### config.mk
export PLATFORM = sky130hd
export DESIGN_NAME = lsu_mem_master_flat
export DESIGN_NICKNAME = d
export VERILOG_FILES = /design/src/rtl/lsu_mem_master_if.sv /design/src/rtl/lsu_mem_master.sv /design/src/flat_wrapper.sv
export SDC_FILE = /design/constraint.sdc
export NUM_CORES = 1
export LEC_CHECK = 0
export ABC_AREA = 1
export CORE_MARGIN = 2
export CORE_UTILIZATION = 49
export CTS_BUF_LIST = sky130_fd_sc_hd__clkbuf_4 sky130_fd_sc_hd__clkbuf_8
export DETAILED_ROUTE_END_ITERATION = 7
export MAX_ROUTING_LAYER = met4
export PLACE_DENSITY = 0.83
export REMOVE_ABC_BUFFERS = 1
export SETUP_SLACK_MARGIN = 0.4
export SLEW_MARGIN = 30
export SYNTH_ARGS = -nofsm -noshare
export SYNTH_HDL_FRONTEND = slang
export SYNTH_SLANG_ARGS = --single-unit
### constraint.sdc
create_clock -name clk -period 2 [get_ports clk]
set_clock_uncertainty 0.05 [all_clocks]
set_input_delay 0.3 -clock clk [delete_from_list [all_inputs] [get_ports clk]]
set_output_delay 0.3 -clock clk [all_outputs]
set_load 0.005 [all_outputs]
### src/rtl/lsu_mem_master_if.sv
// Bundles the pipeline request/response handshake and the data-memory port of the MEM-stage load/store unit.
// The master modport is the unit's view; the slave modport is the pipeline-plus-memory side.
interface lsu_mem_master_if #(
   parameter int WORD = 32
);
   logic            req_valid;
   logic            req_ready;
   logic [2:0]      req_op;
   logic [WORD-1:0] req_addr;
   logic [WORD-1:0] req_wdata;
   logic            resp_valid;
   logic            resp_ready;
   logic [WORD-1:0] resp_data;
   logic            resp_err;
   logic [WORD-1:0] mem_addr;
   logic [WORD-1:0] mem_wdata;
   logic            mem_read;
   logic            mem_write;
   logic [WORD-1:0] mem_rdata;

   modport master (
      input  req_valid, req_op, req_addr, req_wdata, resp_ready, mem_rdata,
      output req_ready, resp_valid, resp_data, resp_err, mem_addr, mem_wdata, mem_read, mem_write
   );

   modport slave (
      output req_valid, req_op, req_addr, req_wdata, resp_ready, mem_rdata,
      input  req_ready, resp_valid, resp_data, resp_err, mem_addr, mem_wdata, mem_read, mem_write
   );
endinterface

### src/rtl/lsu_mem_master.sv
// MEM-stage load/store unit: one request at a time against a big-endian, word-wide data memory,
// with lane extraction/extension on loads and read-modify-write for byte/halfword stores.
module lsu_mem_master #(
   parameter int WORD      = 32,
   parameter int MEM_BYTES = 1000
) (
   input logic              clk,
   input logic              reset,
   lsu_mem_master_if.master bus
);
   typedef enum logic [2:0] {S_IDLE, S_READ, S_RMW_RD, S_WRITE, S_RESP} state_e;
   typedef enum logic [2:0] {
      OP_LW = 3'd0, OP_LH = 3'd1, OP_LHU = 3'd2, OP_LB = 3'd3,
      OP_LBU = 3'd4, OP_SW = 3'd5, OP_SH = 3'd6, OP_SB = 3'd7
   } op_e;

   localparam logic [WORD:0] LAST_BYTE = (WORD+1)'(MEM_BYTES - 1);

   state_e          state_q, state_d;
   op_e             op_q, op_d;
   logic [1:0]      off_q, off_d;
   logic [15:0]     sdata_q, sdata_d;
   logic [WORD-1:0] resp_data_q, resp_data_d;
   logic            resp_err_q, resp_err_d;
   logic            mem_read_q, mem_read_d;
   logic            mem_write_q, mem_write_d;
   logic [WORD-1:0] mem_addr_q, mem_addr_d;
   logic [WORD-1:0] mem_wdata_q, mem_wdata_d;

   op_e             req_op;
   logic [WORD-1:0] aligned_addr;
   logic [WORD:0]   last_touched;
   logic            misaligned;
   logic            out_of_range;

   // Byte k of a big-endian word lives at bits [WORD-1-8k -: 8].
   function automatic logic [WORD-1:0] load_extract(op_e op, logic [1:0] off, logic [WORD-1:0] rdata);
      logic [7:0]  b;
      logic [15:0] h;
      case (off)
         2'd0:    b = rdata[WORD-1 -: 8];
         2'd1:    b = rdata[WORD-9 -: 8];
         2'd2:    b = rdata[WORD-17 -: 8];
         default: b = rdata[7:0];
      endcase
      h = off[1] ? rdata[15:0] : rdata[WORD-1 -: 16];
      case (op)
         OP_LW:   return rdata;
         OP_LH:   return {{(WORD-16){h[15]}}, h};
         OP_LHU:  return {{(WORD-16){1'b0}}, h};
         OP_LB:   return {{(WORD-8){b[7]}}, b};
         OP_LBU:  return {{(WORD-8){1'b0}}, b};
         default: return '0;
      endcase
   endfunction

   function automatic logic [WORD-1:0] store_merge(op_e op, logic [1:0] off, logic [WORD-1:0] rdata,
                                                   logic [15:0] sdata);
      logic [WORD-1:0] w;
      w = rdata;
      if (op == OP_SH) begin
         if (off[1]) w[15:0] = sdata;
         else        w[WORD-1 -: 16] = sdata;
      end else begin
         case (off)
            2'd0:    w[WORD-1 -: 8]  = sdata[7:0];
            2'd1:    w[WORD-9 -: 8]  = sdata[7:0];
            2'd2:    w[WORD-17 -: 8] = sdata[7:0];
            default: w[7:0]          = sdata[7:0];
         endcase
      end
      return w;
   endfunction

   // Request decode: alignment and range are judged on the incoming request before anything is latched.
   always_comb begin
      req_op       = op_e'(bus.req_op);
      aligned_addr = {bus.req_addr[WORD-1:2], 2'b00};
      last_touched = {1'b0, aligned_addr} + (WORD+1)'(3);
      out_of_range = last_touched > LAST_BYTE;
      case (req_op)
         OP_LW, OP_SW:          misaligned = |bus.req_addr[1:0];
         OP_LH, OP_LHU, OP_SH:  misaligned = bus.req_addr[0];
         default:               misaligned = 1'b0;
      endcase
   end

   // Next-state logic; memory strobes are computed for the state being entered so they come straight from flops.
   always_comb begin
      state_d     = state_q;
      op_d        = op_q;
      off_d       = off_q;
      sdata_d     = sdata_q;
      resp_data_d = resp_data_q;
      resp_err_d  = resp_err_q;
      mem_read_d  = 1'b0;
      mem_write_d = 1'b0;
      mem_addr_d  = mem_addr_q;
      mem_wdata_d = mem_wdata_q;
      case (state_q)
         S_IDLE: begin
            if (bus.req_valid) begin
               op_d        = req_op;
               off_d       = bus.req_addr[1:0];
               sdata_d     = bus.req_wdata[15:0];
               resp_data_d = '0;
               resp_err_d  = 1'b0;
               if (misaligned || out_of_range) begin
                  resp_err_d = 1'b1;
                  state_d    = S_RESP;
               end else begin
                  mem_addr_d = aligned_addr;
                  case (req_op)
                     OP_SW: begin
                        mem_write_d = 1'b1;
                        mem_wdata_d = bus.req_wdata;
                        state_d     = S_WRITE;
                     end
                     OP_SH, OP_SB: begin
                        mem_read_d = 1'b1;
                        state_d    = S_RMW_RD;
                     end
                     default: begin
                        mem_read_d = 1'b1;
                        state_d    = S_READ;
                     end
                  endcase
               end
            end
         end
         S_READ: begin
            resp_data_d = load_extract(op_q, off_q, bus.mem_rdata);
            state_d     = S_RESP;
         end
         S_RMW_RD: begin
            mem_write_d = 1'b1;
            mem_wdata_d = store_merge(op_q, off_q, bus.mem_rdata, sdata_q);
            state_d     = S_WRITE;
         end
         S_WRITE: state_d = S_RESP;
         S_RESP:  if (bus.resp_ready) state_d = S_IDLE;
         default: state_d = S_IDLE;
      endcase
   end

   always_ff @(posedge clk or negedge reset) begin
      if (!reset) begin
         state_q     <= S_IDLE;
         op_q        <= OP_LW;
         off_q       <= 2'd0;
         sdata_q     <= '0;
         resp_data_q <= '0;
         resp_err_q  <= 1'b0;
         mem_read_q  <= 1'b0;
         mem_write_q <= 1'b0;
         mem_addr_q  <= '0;
         mem_wdata_q <= '0;
      end else begin
         state_q     <= state_d;
         op_q        <= op_d;
         off_q       <= off_d;
         sdata_q     <= sdata_d;
         resp_data_q <= resp_data_d;
         resp_err_q  <= resp_err_d;
         mem_read_q  <= mem_read_d;
         mem_write_q <= mem_write_d;
         mem_addr_q  <= mem_addr_d;
         mem_wdata_q <= mem_wdata_d;
      end
   end

   assign bus.req_ready  = (state_q == S_IDLE);
   assign bus.resp_valid = (state_q == S_RESP);
   assign bus.resp_data  = resp_data_q;
   assign bus.resp_err   = resp_err_q;
   assign bus.mem_read   = mem_read_q;
   assign bus.mem_write  = mem_write_q;
   assign bus.mem_addr   = mem_addr_q;
   assign bus.mem_wdata  = mem_wdata_q;
endmodule
### src/flat_wrapper.sv
// flat-port wrapper written by rule: the top's interface ports become plain ports
module lsu_mem_master_flat 
#(
   parameter int WORD      = 32,
   parameter int MEM_BYTES = 1000
)
  (clk, reset, bus_req_valid, bus_req_op, bus_req_addr, bus_req_wdata, bus_resp_ready, bus_mem_rdata, bus_req_ready, bus_resp_valid, bus_resp_data, bus_resp_err, bus_mem_addr, bus_mem_wdata, bus_mem_read, bus_mem_write);
  lsu_mem_master_if #(.WORD(WORD)) bus_i ();
  input logic clk;
  input logic reset;
  input wire logic [$bits(bus_i.req_valid)-1:0] bus_req_valid;
  input wire logic [$bits(bus_i.req_op)-1:0] bus_req_op;
  input wire logic [$bits(bus_i.req_addr)-1:0] bus_req_addr;
  input wire logic [$bits(bus_i.req_wdata)-1:0] bus_req_wdata;
  input wire logic [$bits(bus_i.resp_ready)-1:0] bus_resp_ready;
  input wire logic [$bits(bus_i.mem_rdata)-1:0] bus_mem_rdata;
  output wire logic [$bits(bus_i.req_ready)-1:0] bus_req_ready;
  output wire logic [$bits(bus_i.resp_valid)-1:0] bus_resp_valid;
  output wire logic [$bits(bus_i.resp_data)-1:0] bus_resp_data;
  output wire logic [$bits(bus_i.resp_err)-1:0] bus_resp_err;
  output wire logic [$bits(bus_i.mem_addr)-1:0] bus_mem_addr;
  output wire logic [$bits(bus_i.mem_wdata)-1:0] bus_mem_wdata;
  output wire logic [$bits(bus_i.mem_read)-1:0] bus_mem_read;
  output wire logic [$bits(bus_i.mem_write)-1:0] bus_mem_write;
  assign bus_i.req_valid = bus_req_valid;
  assign bus_i.req_op = bus_req_op;
  assign bus_i.req_addr = bus_req_addr;
  assign bus_i.req_wdata = bus_req_wdata;
  assign bus_i.resp_ready = bus_resp_ready;
  assign bus_i.mem_rdata = bus_mem_rdata;
  assign bus_req_ready = bus_i.req_ready;
  assign bus_resp_valid = bus_i.resp_valid;
  assign bus_resp_data = bus_i.resp_data;
  assign bus_resp_err = bus_i.resp_err;
  assign bus_mem_addr = bus_i.mem_addr;
  assign bus_mem_wdata = bus_i.mem_wdata;
  assign bus_mem_read = bus_i.mem_read;
  assign bus_mem_write = bus_i.mem_write;
  lsu_mem_master #(.WORD(WORD), .MEM_BYTES(MEM_BYTES)) u_core (.clk(clk), .reset(reset), .bus(bus_i));
endmodule
==> flow_metrics.env, run 1 <==
export IMPL_coreArea_um2=13770
export IMPL_synthCells=1026
export IMPL_finalSetupViolCount=0
export IMPL_fin_area_um2=10480
export IMPL_wl_um=24720
export IMPL_status="finished, final reports clean"
export IMPL_postRouteAntennaNets=0
export IMPL_min_delay_path_class="in -> async"
export IMPL_period_share=0.8897
export IMPL_grt_pass1_wl_um=36160
export IMPL_overflow=0
export IMPL_maxSlewViolCount=0
export IMPL_wl_per_cell_um=16.70
export IMPL_critical_path_max_fanout=32
export IMPL_gr_usage_met2=0.4979
export IMPL_ys_warn_count=0
export IMPL_area_growth_pct=52.50
export IMPL_cts_clk_slew_worst_paths_ns=0.09
export IMPL_drt_iter0_drc=968
export IMPL_fin_util=0.7610
export IMPL_layout_nets=1390
export IMPL_dp_hpwl_um=14970
export IMPL_post_synth_top_area_fraction=0.4406
export IMPL_vias=8187
export IMPL_crit_path_start_kind="register"
export IMPL_reg2reg_slack_ns=0.22
export IMPL_syn_area_per_cell_um2=6.699
export IMPL_worstRegToRegCells=9
export IMPL_n_fill_cell=1002
export IMPL_finalHoldViolations=0
export IMPL_port_buffers=201
export IMPL_pin_count=204
export IMPL_track_usage=0.3191
export IMPL_clockRootBuffer="clkbuf_8"
export IMPL_final_common_cell="nand2_1"
export IMPL_drc=0
export IMPL_vias_per_cell=5.532
export IMPL_grt_max_degree=65
export IMPL_synth_largest_area_cell="dfrtp_1"
export IMPL_busiest_layer="met2"
export IMPL_syn_cell_area_um2=6873
export IMPL_tightest_slew_ns=0.5920
export IMPL_p_per_area_nw_per_um2=1104
export IMPL_clock_sinks=121
export IMPL_ys_ff_latch=121
export IMPL_cts_tree="done"
export IMPL_ys_seq_area_frac=0.4406
export IMPL_regToRegStartpoint="u_core.state_q[0]"
export IMPL_fp_dieH_um=122.4
export IMPL_cp_arrival_ns=2.14
export IMPL_htree_levels=4
export IMPL_slew_headroom=0.6054
export IMPL_drive_gt1_frac=0.1546
export IMPL_synth_area_top_cells="dfrtp_1 44%, nand2_1 29%, nand3_1 8.5%"
export IMPL_maxCapViolCount=0
export IMPL_grt_pass1_vias=7278
export IMPL_die_width_um=122.4
export IMPL_crit_type="reg -> reg"
export IMPL_fmax_ghz=0.5620
export IMPL_end_kind="register"
export IMPL_met1_usage=0.3999
export IMPL_rr_endpoint="u_core.bus.mem_wdata[25]"
export IMPL_clockBufferDepth=2
export IMPL_row_count=43
export IMPL_initial_core_util=0.4990
export IMPL_ys_types=26
export IMPL_post_route_min_period_ns=1.779
export IMPL_antenna_found_initial=0
export IMPL_leakage_uw=0.005841
export IMPL_worst_endpoint_required_ns=2.37
export IMPL_clock_latency_ns=0.47
export IMPL_dpl_instance_area_um2=9186
export IMPL_drt_first_pass_iters=7
export IMPL_die_area_um2=14990
export IMPL_rsz0062_at_grt="true"
export IMPL_use_met3=0.07296
export IMPL_vdd_drop_max_v=0.0005871
export IMPL_hold_slack_ns=0.3123
export IMPL_gp_congestion=0.9217
export IMPL_antennaDiodeCount=0
export IMPL_final_cell_mix="503 x nand2_1, 116 x dfrtp_1, 106 x nand3_1, 101 x clkdlybuf4s50_1, 97 x dlygate4sd2_1"
export IMPL_cts_buffers=17
==> Yosys cell counts <==
cell,instances
a21oi_1,19
a22oi_1,7
buf_1,1
buf_2,26
buf_4,6
buf_6,5
clkbuf_1,19
conb_1,1
dfrtp_1,121
inv_1,53
inv_2,4
nand2_1,524
nand2_2,3
nand2_4,1
nand3_1,117
nand3_2,1
nand4_1,3
nor2_1,26
nor2_2,1
nor2_4,2
nor3_1,2
o21a_1,1
o21ai_0,73
o21ai_1,8
or2_0,1
or2_1,1
==> timing repair <==
action                                  4_1_cts  5_1_grt
setup buffers                                38        8
endpoints found under the setup margin      194      115
gates cloned                                  4       11
pin swaps                                     5       18
endpoints found under the hold margin        36        0
gates resized for setup                     141       88
hold buffers                                  1        0
==> per-layer routing <==
| metal | part of all wire | wire length [µm] |
|---|---|---|
| met1 | 0.39 | 9572 |
| met2 | 0.48 | 11930 |
| met3 | 0.099 | 2455 |
| met4 | 0.031 | 764 |
| met5 | 0 | 0 |
==> registers in the layout, summed over array words and instances (netlist names) <==
register and count:
u_core.bus.resp_err 1, u_core.bus.mem_write 1, u_core.bus.mem_wdata 32, u_core.bus.mem_read 1, u_core.sdata_q 16, u_core.bus.resp_data 32
u_core.bus.mem_addr 30, u_core.op_q 3, u_core.off_q 2, u_core.state_q 3
==> how the worst max path moves through the flow <==
stage | from | to | slack, ns | cells after the start
2_1_floorplan | u_core.state_q[0] | u_core.bus.mem_wdata[0] | -1.04 | 8
3_3_place_gp | bus_req_addr[29] | u_core.bus.mem_wdata[29] | -0.05 | 10
3_5_place_dp | bus_req_addr[29] | u_core.bus.mem_wdata[0] | -0.10 | 10
4_1_cts | u_core.state_q[0] | bus_req_ready | 0.29 | 5
5_1_grt | u_core.state_q[0] | u_core.bus.mem_wdata[25] | 0.16 | 9
6_report | u_core.state_q[0] | u_core.bus.mem_wdata[25] | 0.22 | 9
==> worst max-delay path, stage by stage, from the launching register on <==
cell and delay, ns:
dfrtp_1 0.44, buf_6 0.15, inv_4 0.05, nand2_4 0.05
inv_1 0.17, nand2_4 0.16, clkbuf_16 0.24, o21ai_0 0.22
nand3_1 0.11, nand2_1 0.07
==> cell families after synthesis <==
family,share of synthesized area
simple gates,0.4016
flops,0.4406
buf+inv,0.07573
compound gates,0.08156
other cells,0.0005456
==> report_power, final <==
part / total [µW] / leakage (µW) / internal (µW) / switching (µW)
clock network: 2170 / 0.000190 / 927 / 1240
registers: 3510 / 0.00155 / 2990 / 519
logic: 5900 / 0.00410 / 2570 / 3330
total: 11600 / 0.00584 / 6490 / 5090
==> area by class of cell <==
| cell class | count | area [µm²] | area share |
|---|---|---|---|
| tap | 180 | 225.2 | 0.02149 |
| inverter | 57 | 229.0 | 0.02185 |
| clock buffer | 17 | 234.0 | 0.02232 |
| clock inverter | 15 | 146.4 | 0.01397 |
| timing repair buffer | 296 | 2987 | 0.2849 |
| sequential | 121 | 3034 | 0.2895 |
| multi-input combinational | 794 | 3626 | 0.3459 |
==> through the flow <==
step                      cells  setup WS, ns  total power, µW  TNS, ns
after floorplan             970        -1.035             6054   -61.82
after global placement     1386      -0.04633             8162   -1.328
after detailed placement   1386       -0.1025             8270   -2.861
after CTS                  1461        0.2879            10760        0
after global routing       1480        0.1562            12280        0
final                      1480        0.2206            11570        0
No activity file was read; power rests on OpenSTA's default activity.
==> run 2, diff against run 1 <==
--- a/config.mk
+++ b/config.mk
@@ -9,6 +9,7 @@
 export CORE_MARGIN = 2
 export CORE_UTILIZATION = 49
 export CTS_BUF_LIST = sky130_fd_sc_hd__clkbuf_4 sky130_fd_sc_hd__clkbuf_8
+export CTS_CLUSTER_DIAMETER = 200
 export DETAILED_ROUTE_END_ITERATION = 7
 export MAX_ROUTING_LAYER = met4
 export PLACE_DENSITY = 0.83
==> results of run 2 <==
Same layout as run 1: the final DEF is identical, and so are final timing and power.
